`src/rtl/common_dffram_mwmr.sv`:
```
// Flop-based RAM with multiple masked write ports and multiple read ports.
// Per-lane write collisions go to the highest-indexed port. Reads are read-first or write-first, and either combinational or registered.
module common_dffram_mwmr #(
    parameter int DATA_WIDTH  = 8,
    parameter int ADDR_WIDTH  = 3,
    parameter int WRITE_PORTS = 2,
    parameter int READ_PORTS  = 2,
    parameter int LANE_WIDTH  = 8,
    parameter int WRITE_FIRST = 0,
    parameter int READ_REG    = 0,
    parameter logic [(2**ADDR_WIDTH)*DATA_WIDTH-1:0] RAM_RESET_VALUE = '0
) (
    input  logic                               clk,
    input  logic                               reset,
    input  logic                               clr,
    input  logic [WRITE_PORTS-1:0]             wen,
    input  logic [WRITE_PORTS*ADDR_WIDTH-1:0]  waddr,
    input  logic [WRITE_PORTS*(DATA_WIDTH/LANE_WIDTH)-1:0] wmask,
    input  logic [WRITE_PORTS*DATA_WIDTH-1:0]  wdata,
    input  logic [READ_PORTS-1:0]              ren,
    input  logic [READ_PORTS*ADDR_WIDTH-1:0]   raddr,
    output logic [READ_PORTS*DATA_WIDTH-1:0]   rdata
);

    localparam int DEPTH = 2**ADDR_WIDTH;
    localparam int LANES = DATA_WIDTH / LANE_WIDTH;

    logic [DATA_WIDTH-1:0] mem_q  [DEPTH];
    logic [DATA_WIDTH-1:0] mem_wr [DEPTH];
    logic                  write_ok;

    // Writes only land (and are only bypassed) when neither reset nor clr is active.
    assign write_ok = reset && !clr;

    // Ascending port scan: a later (higher) port overwrites a lower one lane by lane.
    always_comb begin
        for (int e = 0; e < DEPTH; e++) begin
            mem_wr[e] = mem_q[e];
            for (int p = 0; p < WRITE_PORTS; p++) begin
                if (wen[p] && (waddr[p*ADDR_WIDTH +: ADDR_WIDTH] == ADDR_WIDTH'(e))) begin
                    for (int l = 0; l < LANES; l++) begin
                        if (wmask[p*LANES + l]) begin
                            mem_wr[e][l*LANE_WIDTH +: LANE_WIDTH] =
                                wdata[p*DATA_WIDTH + l*LANE_WIDTH +: LANE_WIDTH];
                        end
                    end
                end
            end
        end
    end

    always_ff @(posedge clk) begin
        for (int e = 0; e < DEPTH; e++) begin
            if (!reset || clr) begin
                mem_q[e] <= RAM_RESET_VALUE[e*DATA_WIDTH +: DATA_WIDTH];
            end else begin
                mem_q[e] <= mem_wr[e];
            end
        end
    end

    for (genvar r = 0; r < READ_PORTS; r++) begin : g_rd
        logic [ADDR_WIDTH-1:0] addr;
        logic [DATA_WIDTH-1:0] val;

        assign addr = raddr[r*ADDR_WIDTH +: ADDR_WIDTH];

        // A registered write-first port captures what the entry will hold after a clear.
        always_comb begin
            if (WRITE_FIRST == 0) begin
                val = mem_q[addr];
            end else if ((READ_REG != 0) && clr) begin
                val = RAM_RESET_VALUE[addr*DATA_WIDTH +: DATA_WIDTH];
            end else if (write_ok) begin
                val = mem_wr[addr];
            end else begin
                val = mem_q[addr];
            end
        end

        if (READ_REG != 0) begin : g_reg
            logic [DATA_WIDTH-1:0] rdata_q;

            always_ff @(posedge clk) begin
                if (!reset) begin
                    rdata_q <= '0;
                end else if (ren[r]) begin
                    rdata_q <= val;
                end
            end

            assign rdata[r*DATA_WIDTH +: DATA_WIDTH] = rdata_q;
        end else begin : g_comb
            logic unused_ren;

            assign unused_ren = ren[r];
            assign rdata[r*DATA_WIDTH +: DATA_WIDTH] = val;
        end
    end

endmodule
```
`config.mk`:
```
export PLATFORM = sky130hd
export DESIGN_NAME = common_dffram_mwmr
export DESIGN_NICKNAME = d
export VERILOG_FILES = /design/src/rtl/common_dffram_mwmr.sv
export SDC_FILE = /design/constraint.sdc
export NUM_CORES = 1
export LEC_CHECK = 0
export CAP_MARGIN = 10
export CORE_UTILIZATION = 30
export CTS_BUF_LIST = sky130_fd_sc_hd__clkbuf_16
export DETAILED_ROUTE_END_ITERATION = 7
export PLACE_DENSITY_LB_ADDON = 0.1
export SYNTH_ARGS = -nofsm -noshare
export SYNTH_HDL_FRONTEND = slang
export SYNTH_SLANG_ARGS = --single-unit
```
`constraint.sdc`:
```
create_clock -name clk -period 2.13 [get_ports clk]
set_input_delay 0.426 -clock clk [delete_from_list [all_inputs] [get_ports clk]]
set_output_delay 0.426 -clock clk [all_outputs]
set_load 0.05 [all_outputs]
```
Word level (Yosys, flattened, before mapping)
Memories as Yosys holds them, arrays and structs flattened.
Cells that the tools add are included.
{"block": "word_totals", "ff_bits": 0, "ramBits": 64, "input_bits": 37, "output_inout_bits": 16, "wordCells": 86, "mem_count": 1}
{"block": "classes", "eq_ne": 14, "n_mux": 43, "bitwise_logic": 8, "reduce_logical": 20}
{"name": "mem_q", "words": 8, "word_bits": 8, "read_ports": 10, "rd_ports_with_merged_regs": 0, "wr": 8, "line": "28", "rtl": "logic [DATA_WIDTH-1:0] mem_q [DEPTH];"}
{"cell": "$mux 8", "count": 40}
{"cell": "$eq 3x3->1 const B", "count": 8}
{"cell": "$logic_and 1x1->1", "count": 16}
{"cell": "$eq 3x2->1 const B", "count": 4}
{"cell": "$or 1x1->1", "count": 8}
{"cell": "$eq 3x1->1 const B", "count": 2}
{"cell": "$logic_not 3->1", "count": 2}
{"cell": "$mux 1", "count": 3}
{"cell": "$logic_not 1->1", "count": 1}
{"cell": "$logic_or 1x1->1", "count": 1}

Longest topological paths before layout
Gate-level depths: netlist of run 1.
{"block": "logic_depth", "depth_word": 6, "ltp_mapped": 5, "depth_no_buf": 3}

Worst setup path before layout of run 1
Ideal clock, no wire load.
{"block": "synth_timing", "kind": "input port to output port", "from": "input raddr[0]", "to": "output rdata[7]", "t_arrival_ns": 1.583, "t_required_ns": 1.704, "path_slack_ns": 0.121, "path_stages": 4, "n_path_buf": 2, "cell_sequence": "buf_6 buf_8 mux4_1 mux2_2"}
{"block": "synth_via", "elab_chain_len": 1}
{"element": "start: declaration", "line": "21", "rtl": "input logic [READ_PORTS*ADDR_WIDTH-1:0] raddr,"}
{"element": "$mem_v2 8x8"}
{"element": "end: declaration", "line": "22", "rtl": "output logic [READ_PORTS*DATA_WIDTH-1:0] rdata"}
Every way passes these cells.

Worst setup path in the final report of run 1
{"block": "layout_timing", "from": "input raddr[1]", "to": "output rdata[2]"}
The elaborated chain is that of the path after synthesis.

==> results of run 1 <==
==> metrics by stage <==
stage	hold WS, ns	worst slack, ns	area (µm²)	setup TNS (ns)
global route	0.497	0.00928	5780	0
CTS	0.487	-0.0121	5780	-0.0158
detailed placement	0.474	-0.464	5270	-7.01
finish	0.491	0.0325	5780	0
global placement	0.468	-0.457	5270	-6.92
floorplan	0.451	0.121	4480	0
==> synth_stat cells, types with 2 or more instances <==
| library cell | count | area share |
|---|---|---|
| a31oi_1 | 50 | 0.070 |
| buf_4 | 3 | 0.0050 |
| or2_2 | 3 | 0.0042 |
| nand3b_1 | 4 | 0.0067 |
| a22oi_1 | 12 | 0.020 |
| and3_1 | 4 | 0.0056 |
| nand2b_1 | 3 | 0.0042 |
| a32oi_1 | 2 | 0.0039 |
| and2_1 | 5 | 0.0070 |
| buf_8 | 3 | 0.010 |
| o21ai_0 | 64 | 0.071 |
| a21oi_1 | 14 | 0.016 |
| and4b_1 | 4 | 0.0089 |
| o31ai_1 | 64 | 0.11 |
| mux4_1 | 29 | 0.17 |
| buf_6 | 5 | 0.013 |
| and2_0 | 2 | 0.0028 |
| nor2b_1 | 2 | 0.0028 |
| and3b_1 | 5 | 0.0098 |
| dfxtp_1 | 64 | 0.29 |
| and4bb_1 | 2 | 0.0056 |
| buf_1 | 10 | 0.0084 |
| mux2_2 | 16 | 0.040 |
| mux4_2 | 3 | 0.015 |
| buf_2 | 7 | 0.0078 |
| clkbuf_2 | 3 | 0.0033 |
| clkbuf_1 | 36 | 0.030 |
| nand2_1 | 59 | 0.049 |
| nand3_1 | 2 | 0.0022 |
==> worst reg2reg max path, delay by kind of cell (launching register included) <==
family	cells	cell delay, ns
AO/OA/AOI/OAI	2	0.31
flip-flops	1	0.44
==> routing by layer <==
| metal | part of all wire | global-route usage | wire length (µm) |
|---|---|---|---|
| met5 | 0 | 0 | 0 |
| met4 | 0.025 | 0.0751 | 427 |
| met3 | 0.077 | 0.0418 | 1320 |
| met2 | 0.46 | 0.350 | 7910 |
| met1 | 0.44 | 0.309 | 7510 |
==> report_power, final <==
group	switching (µW)	internal [µW]	leakage [µW]
clock	574	1030	0.000156
combinational	325	262	0.00126
sequential	14.2	1210	0.000517
==> kinds of logic (layout without fill, tap and decap cells) <==
kind of cell           Yosys count  count (layout)  share of synthesized area
multiplexers                    48              48                      0.225
AO/OA/AOI/OAI                  206             206                      0.288
buffers and inverters           67             120                     0.0773
flip-flops                      64              64                      0.286
AND/OR/NAND/NOR                101             101                      0.124
==> path summary, 6_finish.rpt <==
check / start / end / slack [ns] / cells after the start
min reg2reg: mem_q[3][6] / mem_q[3][6] / 0.49 / 2
max reg2reg: mem_q[1][5] / mem_q[1][5] / 1.30 / 2
min: mem_q[3][6] / mem_q[3][6] / 0.49 / 2
max: raddr[1] / rdata[2] / 0.03 / 7
==> timing repair <==
action                     in CTS  in global routing
gates cloned                    3                  0
hold buffers                    0                  0
pin swaps                       0                  0
resized for setup              74                 14
setup endpoints to repair      16                 11
setup buffers                   8                  0
==> layout make-up <==
class | count | area [µm²]
Multi-Input combinational cell | 355 | 2820
Tap cell | 184 | 230
Fill cell | 1470 | 8760
Timing Repair Buffer | 104 | 1130
Clock buffer | 9 | 225
Sequential cell | 64 | 1280
Clock inverter | 7 | 95.1
==> flow_metrics.tcl, run 1 <==
set metrics [dict create \
    numPortBuffers 50 \
    regMostFlops "mem_q" \
    cts_tree "yes" \
    fmax_mhz 477 \
    worst_path_largest_cell_delay_ns 0.28 \
    placed_cells 697 \
    via_per_inst 6.05 \
    grt_pass1_vias 4228 \
    endpoint_kind "output pin" \
    path_cells "buf_6 -> buf_16 -> buf_4 -> buf_4 -> mux4_2 -> mux2_2 -> buf_6" \
    grt_overflow 0 \
    dp_hpwl_mm 11.6 \
    vias 4377 \
    slew_headroom 0.720 \
    reg_top3 "mem_q: 64 flops" \
    critPathTopFamily "buffers and inverters" \
    finalWirelength_mm 17.2 \
    rsz0062_at_grt "false" \
    gp_congestion 0.788 \
    p_leak_uw 0.00193 \
    cts_buffers 9 \
    synth_area_per_cell_um2 9.22 \
    cap_violations 0 \
    rows 44 \
    required_ns 1.70 \
    core-area_um2 14500 \
    final_nets 571 \
    layout-drive-gt1-share 0.256 \
    antennaDiodeCount 0 \
    die_area_um2 15400 \
    finalPower_uw 3410 \
    worstMarginPinSlew_ns 0.420 \
    cp_num_buf_inv 5 \
    min_period_ns 2.10 \
    synth_edf_count 0 \
    clockRootBuffer "clkbuf_16" \
    dr.pass1.iters 5 \
    drt_iter0_drc 354 \
    hold_viol 0 \
    critPathKind "input port to output pin" \
    syn_inst 486 \
    fp.dieH_um 124 \
    skew_ns 0 \
    crit_path_start_kind "input port" \
    ant_nets 0 \
    power_density_nw_per_um2 591 \
    largest_reg_flops 64 \
    fin_crit_sh 0.985 \
    final_cell_mix "64 x o21ai_0, 64 x o31ai_1, 64 x dfxtp_1" \
    yosysSeqAreaShare 0.286 \
    clk_pin_slew_worst_paths_ns 0.05 \
    final_cells 723 \
    slowest_stage "mux4_2" \
    setup_viol 0 \
    synth_nets 523 \
    die_w_um 124 \
    grt_pass1_wl_mm 26.2 \
    async_flop_share 0 \
    utilization 0.397 \
    grt_usage 0.224 \
    yosysUniqueCellTypes 35 \
    finalMaxSlewViolations 0 \
    critPathMaxFanout 4 \
    start_util 0.308 \
    grt_max_degree 46 \
    cts.sinks 64 \
    status "finished clean" \
    area_delta_synth_final_pct 28.8 \
    synth_ff_type "dfxtp_1" \
    ys_warn_count 0 \
    drc 0 \
    worstSkewPairLatency_ns 0.33 \
    clockBufferDepth 2 \
    ys_seq_elements 64 \
    detail_route.wl_per_cell_um 23.7 \
    h-tree-depth 3 \
    worst_ep_arrival_time_ns 1.67 \
    antenna_found_initial 0 \
    ir_drop_mv 0.378 \
    synthesis.area_um2 4480 \
    hold_class "register to register" \
    ios 53 \
]
Power figures use the tool's default switching activity.
==> run 2, diff against run 1 <==
- SETUP_SLACK_MARGIN: unset -> 0.05
==> run 2 against run 1 <==
Effect of this change:
- non-clock buffer count shrank 1
- core utilization is 0.19 points higher
- final area increased by 0.48%
- count of clock-buffer cells in the layout stayed put
- cell count decreased by 0.14%
- critical path depth unchanged
- critical path type unchanged
- first-iteration DRC count shrank 6.5%
- largest cell class unchanged
- worst setup slack better by 0.038 ns
==> flow_metrics.tcl, run 2 (same netlist as run 1, synthesis figures left out) <==
set metrics [dict create \
    h-tree-depth 3 \
    startpoint "raddr[1]" \
    worst_ep_arrival_time_ns 1.63 \
    combPwrFrac 0.174 \
    clockRootBuffer "clkbuf_16" \
    die_w_um 124 \
    hold_viol 0 \
    ant_nets 0 \
    vias 4380 \
    required_ns 1.70 \
    use_met3 0.0397 \
    hold_depth 2 \
    cts_tree "yes" \
    grt_overflow 0 \
    slowest_stage "mux2_4" \
    setup_viol 0 \
    ios 53 \
    antennaDiodeCount 0 \
    utilization 0.399 \
    use_met2 0.349 \
    min_from "mem_q[3][7]" \
    core-area_um2 14500 \
    area_delta_synth_final_pct 29.4 \
    dp_hpwl_mm 11.6 \
    fp.dieH_um 124 \
    worstReg2RegStart "mem_q[1][1]" \
    intPower_uw 2510 \
    reg_top3 "mem_q: 64 flops" \
    start_util 0.308 \
    rsz0062_at_grt "false" \
    cts_buffers 9 \
    min_period_ns 2.06 \
    r2r_cells 2 \
    clockBufferDepth 2 \
    regMostFlops "mem_q" \
    crit_path_start_kind "input port" \
    hold_class "register to register" \
    drt_iter0_drc 331 \
    largest_reg_flops 64 \
    slew_headroom 0.708 \
    rows 44 \
    met1_usage 0.311 \
    cap_violations 0 \
    grt_usage 0.224 \
    dr.pass1.iters 5 \
    finalPower_uw 3420 \
    finalWirelength_mm 17.2 \
    p_leak_uw 0.00191 \
    grt_max_degree 46 \
    die_area_um2 15400 \
    power_frac_seq 0.358 \
    grt_pass1_wl_mm 26.2 \
    layout-drive-gt1-share 0.268 \
    final_nets 570 \
    fin_crit_sh 0.967 \
    power_density_nw_per_um2 590 \
    grt_pass1_vias 4221 \
    p_sw_uw 918 \
    skew_ns 0 \
    crit_path_frequent_cell "buf_6" \
    fmax_mhz 486 \
    min_to "mem_q[3][7]" \
    worst_path_largest_cell_delay_ns 0.29 \
    cts.sinks 64 \
    r2r_end "mem_q[1][1]" \
    critPathMaxFanout 4 \
    via_per_inst 6.07 \
    ir_drop_mv 0.375 \
    final_cell_mix "64 x o21ai_0, 64 x o31ai_1, 63 x dfxtp_1" \
    numPortBuffers 50 \
    top_usage_layer "met2" \
    detail_route.wl_per_cell_um 23.8 \
    worstSkewPairLatency_ns 0.33 \
    p_clk_frac 0.468 \
    status "finished clean" \
    finalMaxSlewViolations 0 \
    critPathKind "input port to output pin" \
    r2r_setup_slack_ns 1.31 \
    clk_pin_slew_worst_paths_ns 0.05 \
    endpoint_kind "output pin" \
    gp_congestion 0.788 \
    worstMarginPinSlew_ns 0.437 \
    path_cells "buf_6 -> buf_16 -> buf_6 -> buf_6 -> mux4_2 -> mux2_4 -> buf_8" \
    p_sw_frac 0.268 \
    drc 0 \
    antenna_found_initial 0 \
]
[run 2: timing repair]
item / 4_1_cts / 5_1_grt
hold buffers: 0 / 0
resized for setup: 97 / 13
endpoints found under the setup margin: 16 / 12
gates cloned: 3 / 0
buffers inserted: 8 / 0
pin swaps: 0 / 0
[run 2: worst max path at each step]
stage	end	slack, ns	depth (start not counted)
6_report	rdata[2]	0.07	7
3_5_place_dp	rdata[0]	-0.46	5
2_1_floorplan	rdata[7]	0.12	4
5_1_grt	rdata[4]	0.05	5
4_1_cts	rdata[2]	0.03	5
3_3_place_gp	rdata[8]	-0.46	5
[run 2: routing by layer]
metal / wire length [µm] / share of wire
met2: 8020 / 0.47
met1: 7620 / 0.44
met3: 1220 / 0.071
met4: 348 / 0.020
met5: 0 / 0
[run 2: cell type report]
cell class / count / area [µm²]
multi-input cells: 355 / 2810
repair buffers: 103 / 1160
clock inverters: 7 / 95.1
fillers: 1469 / 8730
well taps: 184 / 230
flip-flops and latches: 64 / 1280
clock buffers: 9 / 225
[run 2: through the flow]
stage	hold slack (ns)	setup TNS [ns]	cell area, µm²	worst slack [ns]	instances
after detailed placement	0.474	-7.01	5270	-0.464	697
after CTS	0.487	0	5790	0.0285	722
final	0.491	0	5800	0.0708	722
after global routing	0.497	0	5800	0.0514	722
after global placement	0.468	-6.92	5270	-0.457	697
after floorplan	0.451	0	4480	0.121	486
[run 2: worst max-delay path, delay by kind of cell]
family / cells / cell delay [ns]
mux: 2 / 0.57
buf+inv: 5 / 0.63
[run 2: power groups by stage]
stage               Clock, µW  Combinational [µW]  Sequential (µW)
floorplan                   0                 306             1240
global placement            0                 529             1250
detailed placement          0                 530             1250
CTS                      1620                 586             1230
global route             1660                 633             1230
finish                   1600                 596             1230
==> run 3, diff against run 2 <==
- CTS_CLUSTER_DIAMETER: unset -> 80
- RECOVER_POWER: unset -> 25
==> run 3 against run 2 <==
Effect of this change:
- register-to-register slack about the same
- cell count did not move
- worst hold slack about the same
- final area shrank 0.26%
- critical path depth shrank 4
- sequential share of layout area is 0.057 points higher
- worst setup slack improved by 0.0053 ns
- highest routed layer unchanged
==> flow_metrics.tcl, run 3 (same netlist as run 1, synthesis figures left out) <==
set metrics [dict create \
    hold_viol 0 \
    grt_usage 0.224 \
    grt_pass1_vias 4221 \
    clockRootBuffer "clkbuf_16" \
    power_density_nw_per_um2 590 \
    drt_iter0_drc 347 \
    final_nets 570 \
    start_util 0.308 \
    layout-drive-gt1-share 0.268 \
    dp_hpwl_mm 11.6 \
    finalWirelength_mm 17.1 \
    cts_tree "yes" \
    detail_route.wl_per_cell_um 23.7 \
    place_ws_ns -0.464 \
    final_cell_mix "64 x o21ai_0, 64 x o31ai_1, 63 x dfxtp_1" \
    final_area_um2 5790 \
    via_per_inst 5.98 \
    grt_overflow 0 \
    slew_headroom 0.605 \
    clockBufferDepth 2 \
    worstMarginPinSlew_ns 0.592 \
    worst_ep_arrival_time_ns 1.63 \
    gp_congestion 0.788 \
    die_area_um2 15400 \
    reg_top3 "mem_q: 64 flops" \
    status "finished clean" \
    rows 44 \
    min_period_ns 2.05 \
    finalPower_uw 3420 \
    cap_violations 0 \
    p_leak_uw 0.00190 \
    cts-hold-fix-buffers 0 \
    dr.pass1.iters 5 \
    antenna_found_initial 0 \
    grt_max_degree 46 \
    drc 0 \
    critPathMaxFanout 3 \
    numPortBuffers 50 \
    largest_reg_flops 64 \
    required_ns 1.70 \
    core-area_um2 14500 \
    rsz0062_at_grt "false" \
    area_delta_synth_final_pct 29.1 \
    worstSkewPairLatency_ns 0.33 \
    setup_viol 0 \
    regMostFlops "mem_q" \
    critPathKind "register to output pin" \
    h-tree-depth 3 \
    ir_drop_mv 0.381 \
    fmax_mhz 487 \
    finalHoldWorstSlack_ns 0.491 \
    crit_path_start_kind "register" \
    vias 4320 \
    fp.dieH_um 124 \
    grt_pass1_wl_mm 26.2 \
    cts.sinks 64 \
    placed_area_um2 5270 \
    ant_nets 0 \
    setup_slack_ns 0.0761 \
    skew_ns 0 \
    clk_pin_slew_worst_paths_ns 0.06 \
    cts_buffers 9 \
    die_w_um 124 \
    endpoint_kind "output pin" \
    antennaDiodeCount 0 \
    fin_crit_sh 0.964 \
    finalMaxSlewViolations 0 \
    hold_class "register to register" \
    ios 53 \
]
-- run 3: metal layers --
metal | vias to the layer above | global-route usage | part of all wire | wire [µm]
met1 | 2105 | 0.311 | 0.45 | 7790
met4 | 0 | 0.0765 | 0.021 | 361
met3 | 29 | 0.0397 | 0.059 | 1000
li1 | 1997 | - | - | -
met2 | 189 | 0.349 | 0.47 | 7980
met5 | - | 0 | 0 | 0
-- run 3: cell type report --
class                      instances  area, µm²
multi-input combinational        355       2810
tap                              184        230
clock buffer                       9        225
clock inverter                     7       95.1
sequential                        64       1280
fill                            1470       8750
timing repair buffer             103       1140
-- run 3: worst paths after layout --
check                   start  slack, ns  cells after the start          end
hold / removal    mem_q[3][7]       0.49                      2  mem_q[3][7]
setup / recovery  mem_q[1][4]       0.08                      3    rdata[12]
setup reg to reg  mem_q[1][1]       1.31                      2  mem_q[1][1]
hold reg to reg   mem_q[3][7]       0.49                      2  mem_q[3][7]
-- run 3: repair_timing --
action / CTS / global route
cloned: 3 / 0
setup endpoints to repair: 16 / 12
resized for setup: 97 / 13
buffers inserted: 8 / 0
-- run 3: worst max-delay path, cell delays in order, from the launching register on --
cell and delay (ns):
dfxtp_1 0.37, mux4_2 0.48, mux2_4 0.29, buf_8 0.15
-- run 3: through the flow --
stage	utilization	instances	TNS [ns]
2_1_floorplan	-	486	0
3_3_place_gp	0.362	697	-6.92
3_5_place_dp	0.362	697	-7.01
4_1_cts	0.399	722	0
5_1_grt	0.398	722	0
6_report	0.398	722	0
-- run 3: where the power goes --
part	switching (µW)	internal, µW
Clock	574	1030
Combinational	326	265
Sequential	14.3	1210
Total	914	2500
